<file path="src/rtl/hwt_seq_trigger.sv">
// rtl/hwt_seq_trigger.sv - sequential masked-pattern trigger; HWT_AUTORELOAD_EN enables periodic re-arm after firing
module hwt_seq_trigger #(
    parameter int WIDTH  = 4,
    parameter int CNT_W  = 8,
    parameter int THRESH = 8,
    parameter int MODE   = 0
) (
    input  logic             clk,
    input  logic             rst_n,
    input  logic             arm,
    input  logic             clear,
    input  logic [WIDTH-1:0] din,
    input  logic [WIDTH-1:0] match_val,
    input  logic [WIDTH-1:0] match_mask,
    output logic             trig,
    output logic [CNT_W-1:0] count,
    output logic [1:0]       state
);

    typedef enum logic [1:0] {
        IDLE  = 2'b00,
        ARMED = 2'b01,
        COUNT = 2'b10,
        FIRED = 2'b11
    } state_t;

    localparam logic [CNT_W-1:0] THRESH_C = CNT_W'(THRESH);
    localparam logic [CNT_W-1:0] ONE_C    = CNT_W'(1);

    state_t           state_q, state_d;
    logic [CNT_W-1:0] count_q, count_d;
    logic             trig_q;
    logic             hit;

`ifdef HWT_AUTORELOAD_EN
    logic [1:0] fire_q, fire_d;
`endif

    // An all-zero mask must never match, otherwise it would match everything.
    assign hit = (((din ^ match_val) & match_mask) == '0) && (match_mask != '0);

    always_ff @(posedge clk or negedge rst_n) begin
        if (!rst_n) begin
            state_q <= IDLE;
            count_q <= '0;
            trig_q  <= 1'b0;
`ifdef HWT_AUTORELOAD_EN
            fire_q  <= 2'd0;
`endif
        end else begin
            state_q <= state_d;
            count_q <= count_d;
            trig_q  <= (state_d == FIRED);
`ifdef HWT_AUTORELOAD_EN
            fire_q  <= fire_d;
`endif
        end
    end

    always_comb begin
        state_d = state_q;
        count_d = count_q;
`ifdef HWT_AUTORELOAD_EN
        fire_d  = 2'd0;
`endif
        if (clear) begin
            state_d = IDLE;
            count_d = '0;
        end else begin
            case (state_q)
                IDLE: begin
                    count_d = '0;
                    if (arm) state_d = ARMED;
                end
                ARMED: begin
                    if (hit) begin
                        count_d = ONE_C;
                        state_d = (THRESH == 1) ? FIRED : COUNT;
                    end
                end
                COUNT: begin
                    if (hit) begin
                        count_d = count_q + ONE_C;
                        if (count_d == THRESH_C) state_d = FIRED;
                    end else if (MODE == 0) begin
                        count_d = '0;
                        state_d = ARMED;
                    end
                end
                FIRED: begin
                    count_d = THRESH_C;
`ifdef HWT_AUTORELOAD_EN
                    // Fourth cycle in FIRED hands back to ARMED for the next round.
                    if (fire_q == 2'd3) begin
                        state_d = ARMED;
                        count_d = '0;
                    end else begin
                        fire_d = fire_q + 2'd1;
                    end
`endif
                end
                default: begin
                    state_d = IDLE;
                    count_d = '0;
                end
            endcase
        end
    end

    assign trig  = trig_q;
    assign count = count_q;
    assign state = state_q;

endmodule

</file>
<file path="config.mk">
export PLATFORM = sky130hd
export DESIGN_NAME = hwt_seq_trigger
export DESIGN_NICKNAME = d
export VERILOG_FILES = /design/src/rtl/hwt_seq_trigger.sv
export SDC_FILE = /design/constraint.sdc
export NUM_CORES = 1
export LEC_CHECK = 0
export CAP_MARGIN = 30
export CORE_UTILIZATION = 45
export CTS_CLUSTER_DIAMETER = 100
export DETAILED_ROUTE_END_ITERATION = 10
export PLACE_DENSITY_LB_ADDON = 0.05
export SLEW_MARGIN = 0
export SYNTH_ARGS = -nofsm -noshare
export SYNTH_HDL_FRONTEND = slang
export SYNTH_SLANG_ARGS = --single-unit
</file>
<file path="constraint.sdc">
create_clock -name clk -period 2.5 [get_ports clk]
set_input_delay 0.5 -clock clk [delete_from_list [all_inputs] [get_ports clk]]
set_output_delay 0.5 -clock clk [all_outputs]
set_load 0.05 [all_outputs]
</file>
==> results of run 1 <==
-- cells in the final DEF, fill, tap and decap left out --
cell,synthesis,final
clkdlybuf4s50_1,0,26
dfrtp_1,11,11
nor2_1,10,10
xor2_1,8,8
a2bb2oi_1,6,6
a21oi_1,5,5
nand2_1,3,3
clkbuf_4,0,3
nor3_1,2,2
nand3_1,2,2
o21ai_0,2,2
xnor2_1,2,2
nand4_1,2,2
nor4_1,1,1
a222oi_1,1,1
and2_2,1,1
and2_1,1,1
mux2i_1,1,1
nand4b_2,1,1
o21ai_1,1,1
o21ba_1,1,1
nor3b_1,1,1
nand2b_1,1,1
inv_1,1,1
or2_2,1,1
o32ai_1,1,1
and3_1,1,1
nand3b_1,1,1
a21boi_0,1,1
ha_1,1,1
clkbuf_1,2,1
-- how the worst min path moves through the flow --
stage	slack [ns]	end	depth (start not counted)
6_report	0.55	count[3]	1
5_1_grt	0.59	count[4]	1
4_1_cts	0.55	count[3]	1
3_5_place_dp	0.58	count[1]	2
3_3_place_gp	0.57	count[7]	2
2_1_floorplan	0.20	count[0]	0
-- cell families after synthesis --
| logic type | count (synthesis) | synth area share [%] |
|---|---|---|
| adder cells (fa/ha/maj) | 1 | 1.85 |
| flip-flops | 11 | 40.7 |
| buffers and inverters | 3 | 1.67 |
| multiplexers | 1 | 1.48 |
| AND/OR/NAND/NOR | 28 | 22.2 |
| XOR/XNOR | 10 | 13.0 |
| AO/OA/AOI/OAI | 18 | 19.1 |
-- layer usage --
metal / vias to the layer above / GRT usage (%) / wire (um)
li1: 316 / - / -
met1: 280 / 24.7 / 680
met2: 27 / 31.0 / 697
met3: 6 / 10.9 / 171
met4: 0 / 12.5 / 46
met5: - / 0 / 0
-- power breakdown --
group          internal (mW)  leakage [nW]  total (mW)  switching [mW]
clock                 0.0619        0.0150       0.121          0.0590
sequential             0.182         0.152       0.189         0.00737
combinational         0.0436         0.233      0.0889          0.0453
-- area by class of cell --
class | count | area [um^2]
timing repair buffer | 26 | 260
inverter | 1 | 3.75
fill | 104 | 377
multi-input combinational | 58 | 389
sequential | 11 | 275
tap | 15 | 18.8
clock buffer | 4 | 26.3
-- through the flow --
stage / worst slack (ns) / total power, mW / utilization, % / hold slack, ns / instance area [um^2]
global route: 0.206 / 0.420 / 72.1 / 0.590 / 973
CTS: 0.378 / 0.406 / 72.1 / 0.552 / 973
floorplan: 0.721 / 0.238 / - / 0.204 / 676
global placement: 0.160 / 0.280 / 70.2 / 0.569 / 947
detailed placement: 0.101 / 0.282 / 70.2 / 0.585 / 947
finish: 0.384 / 0.399 / 72.1 / 0.546 / 973
-- state kept, by name, summed over array words and instances, names as in the netlist --
signal and flops:
trig 1, state 2, count 8
==> flow_summary_export.csv, run 1 <==
group,metric,value,unit
worst_setup_path,critPathArrivalTime,1.62,ns
worst_setup_path,end_kind,"output port",
route,vias,629,
worst_setup_path,crit_cells,1,
timing,finalHoldViolCount,0,
cells_and_area,area.growth.synth_to_final,44.1,%
route,remaining_drc_errors,0,
route,dr.pass1.iters,4,
timing,slew_viol_final,0,
worst_setup_path,cp_top_family,"buffers and inverters",
synthesis,synthTopCellsByCount,"dfrtp_1, nor2_1, xor2_1",
clocking,hold_buffers,0,
floorplanning,core_area,0.00135,mm^2
synthesis,syn_inst,72,
synthesis,yosysUniqueCellTypes,29,
worst_setup_path,worst_setup_path_start_kind,"register",
route,wl_per_cell,13.9,um
route,drt_iter0_drc,11,
timing,tightest_slew,0.531,ns
placement,place_hpwl,1.22,mm
global_routing,grt.overflow.total,0,
timing,setup-violations-final,0,
worst_setup_path,endpoint,"state[1]",
worst_setup_path,reg2reg_depth,5,
synthesis,synth_edf_count,0,
synthesis,netlist_area,676,um^2
power,powerDensity,410,mW/mm^2
floorplanning,start_util,50.0,%
power,p_leak,0.400,nW
timing,period_minus_slack,2.12,ns
clocking,max-clock-path-buffers,2,
floorplanning,die-area,0.00166,mm^2
synthesis,synth_area_leaders,"dfrtp_1, xor2_1, a2bb2oi_1",
placement,placedCellCount,111,
floorplanning,dieHeight,40.8,um
floorplanning,die_w,40.8,um
worst_setup_path,cpPeakStageDelay,0.86,ns
clocking,cts-root-buf,"clkbuf_4",
synthesis,yosysSeqAreaShare,40.7,%
worst_setup_path,crit_fanout,9,
outcome,status,"finished clean",
synthesis,synth_top_flop_cell,"dfrtp_1",
clocking,post_cts_resized,0,
synthesis,yosysTopAreaCell,"dfrtp_1",
synthesis,netlist.area_leader.share,40.7,%
worst_setup_path,path_class,"register to output port",
global_routing,grt_max_degree,13,
clocking,cts.clk_slew.worst_paths,0.07,ns
global_routing,antenna_found_initial,0,
route,routed_wl,1.60,mm
clocking,cts_tree,"done",
placement,place_congestion,0.834,
timing,finClkSkew,0.00431,ns
synthesis,synth-async-reset-ratio,100,%
timing,rsz0062_at_grt,"false",
worst_setup_path,r2r_start,"count[2]",
route,viasPerCell,5.47,
cells_and_area,fin_nets,118,
cells_and_area,drive_gt1_share,6.00,%
synthesis,avgSynthCellArea,9.38,um^2
clocking,htreeDepth,1,
timing,setup_tns,0,ns
synthesis,ys_warn_count,0,
floorplanning,ioPinCount,27,
worst_setup_path,cp.buffers_inverters,1,
global_routing,gr-usage-all-layers,21.2,%
cells_and_area,n_antenna_cell,0,
synthesis,syn_nets,89,
floorplanning,rows,13,
timing,maxSlewHeadroom,64.6,%
worst_setup_path,timing.rr.end,"count[7]",
route,ant_nets,0,
worst_hold_path,min_path_type,"input port to asynchronous set/reset pin",
worst_setup_path,startpoint,"state[1]",
clocking,clock_sinks,11,
job,drv_cap,0,
global_routing,grt_pass1_wl,2.21,mm
clocking,cts_buffers,3,
worst_setup_path,reg2reg_slack,1.08,ns
power,peakVddDrop,0.000280,V
synthesis,synth.most_common_cell,"dfrtp_1",
global_routing,grt_pass1_vias,494,
worst_setup_path,cp.required,2.00,ns
clocking,post_cts_buffers,0,
cells_and_area,fin_cells,115,
worst_setup_path,crit_chain,"clkdlybuf4s50_1",
clocking,clock_latency,0.27,ns
timing,fmax,0.473,GHz
placement,io_buffers,26,
worst_setup_path,crit_slowest_cell,"clkdlybuf4s50_1",
synthesis,ys_seq_elements,11,
timing,fin_crit_sh,84.6,%
No activity file was read; power rests on OpenSTA's default activity.
==> run 2: changes to the inputs <==
- CORE_UTILIZATION: 45 -> 41
- clock period: 2.5 -> 2.1 ns (I/O delays scaled with it)
==> run 2 against run 1 <==
Compared with the run above:
- global-route usage is 1.7 points lower
- first-iteration DRC count grew to 2.9 times the previous value
- die area is 9.3% higher
- final area is 2.4% higher
- non-clock buffer count is 3 higher
- combinational power is 28% higher
- critical path depth stayed put
- count of clock-buffer cells in the layout stayed put
- worst hold slack worse by 0.066 ns
- via count is 6.7% higher
- highest routed layer unchanged
==> flow_summary_export.csv, run 2 (synthesis results as in run 1) <==
group,metric,value,unit
clocking,post_cts_buffers,0,
timing,maxSlewHeadroom,67.1,%
floorplanning,die-area,0.00181,mm^2
route,wl_per_cell,13.2,um
timing,slew_viol_final,0,
worst_hold_path,min_path_type,"input port to asynchronous set/reset pin",
floorplanning,core_area,0.00152,mm^2
cells_and_area,layout_commonest_cell,"clkdlybuf4s50_1",
timing,finalHoldViolCount,0,
clocking,htreeDepth,1,
worst_setup_path,reg2reg_depth,5,
clocking,clock_sinks,11,
cells_and_area,final_cell_mix,"clkdlybuf4s50_1, dfrtp_1, nor2_1, xor2_1, a2bb2oi_1",
clocking,max-clock-path-buffers,2,
route,remaining_drc_errors,0,
worst_setup_path,cp_top_family,"buffers and inverters",
global_routing,antenna_found_initial,0,
outcome,status,"finished clean",
worst_setup_path,timing.rr.end,"count[2]",
power,total_power,0.479,mW
global_routing,gr-usage-all-layers,19.5,%
cells_and_area,area.growth.synth_to_final,47.6,%
clocking,cts.clk_slew.worst_paths,0.07,ns
worst_setup_path,reg2reg_slack,0.69,ns
cells_and_area,largest_register_ffs,8,
timing,setup-violations-final,0,
global_routing,grt_pass1_vias,618,
floorplanning,rows,14,
route,routed_wl,1.57,mm
cells_and_area,n_antenna_cell,0,
clocking,cts_buffers,3,
floorplanning,dieHeight,42.6,um
route,ant_nets,0,
timing,tightest_slew,0.491,ns
placement,place_hpwl,1.19,mm
worst_setup_path,cp.buffers_inverters,1,
floorplanning,die_w,42.6,um
route,viasPerCell,5.64,
floorplanning,ioPinCount,27,
clocking,clock_latency,0.27,ns
cells_and_area,fin_nets,121,
timing,rsz0062_at_grt,"false",
timing,period_minus_slack,1.98,ns
worst_setup_path,end_kind,"output port",
global_routing,grt.overflow.total,0,
clocking,hold_buffers,0,
clocking,post_cts_resized,0,
timing,fin_crit_sh,94.5,%
route,vias,671,
power,p_leak,0.415,nW
worst_setup_path,worst_setup_path_start_kind,"register",
power,peakVddDrop,0.000336,V
timing,setup_tns,0,ns
worst_setup_path,crit_chain,"clkdlybuf4s50_1",
power,powerDensity,480,mW/mm^2
floorplanning,start_util,44.3,%
clocking,cts_tree,"done",
cells_and_area,drive_gt1_share,8.74,%
global_routing,grt_max_degree,13,
worst_setup_path,r2r_start,"state[1]",
placement,place_congestion,0.824,
worst_setup_path,cp.required,1.68,ns
worst_setup_path,critPathArrivalTime,1.56,ns
worst_setup_path,crit_fanout,7,
route,drt_iter0_drc,32,
job,drv_cap,0,
timing,finClkSkew,0.00842,ns
clocking,cts-root-buf,"clkbuf_4",
worst_setup_path,crit_slowest_cell,"clkdlybuf4s50_1",
worst_setup_path,path_class,"register to output port",
route,dr.pass1.iters,4,
placement,io_buffers,26,
global_routing,grt_pass1_wl,2.64,mm
timing,fmax,0.504,GHz
worst_setup_path,cpPeakStageDelay,0.84,ns
run 2: cell types whose count changed in the layout (fill, tap and decap cells not counted), sizes merged:
| cell | change |
|---|---|
| buf | +3 |
run 2: layout make-up:
type,instances,area [um^2]
Tap cell,16,20.0
Multi-Input combinational cell,58,389
Inverter,1,3.75
Timing Repair Buffer,29,283
Sequential cell,11,275
Fill cell,123,527
Clock buffer,4,26.3
run 2: how the worst max path moves through the flow:
| stage | start | to | depth (start not counted) |
|---|---|---|---|
| after detailed placement | match_val[0] | count[6] | 8 |
| after global placement | match_val[0] | count[7] | 8 |
| after floorplan | match_val[0] | state[0] | 5 |
| after global routing | state[0] | state[0] | 1 |
| final | count[2] | count[2] | 1 |
| after CTS | count[2] | count[2] | 1 |
run 2: per-layer routing:
metal	wire [um]	share of wire [%]	up-vias	track usage, %
li1	-	-	328	-
met1	701	45	306	24.9
met2	703	45	35	30.2
met3	151	9.6	2	6.47
met4	9	0.58	0	8.13
met5	0	0	-	0
run 2: report_power, final:
group	total (mW)	switching (mW)	internal, mW	leakage, nW
Sequential	0.223	0.00661	0.217	0.152
Combinational	0.114	0.0571	0.0567	0.248
Clock	0.142	0.0684	0.0734	0.0150
Total	0.479	0.132	0.347	0.415
run 2: stage by stage:
stage | instances | worst slack (ns) | hold WS, ns | instance area [um^2] | utilization [%]
2_1_floorplan | 72 | 0.401 | 0.124 | 676 | -
5_1_grt | 119 | 0.0444 | 0.531 | 997 | 65.4
4_1_cts | 119 | 0.108 | 0.508 | 997 | 65.4
6_report | 119 | 0.116 | 0.480 | 997 | 65.4
3_5_place_dp | 115 | -0.0521 | 0.586 | 971 | 63.7
3_3_place_gp | 115 | -0.0207 | 0.574 | 971 | 63.7
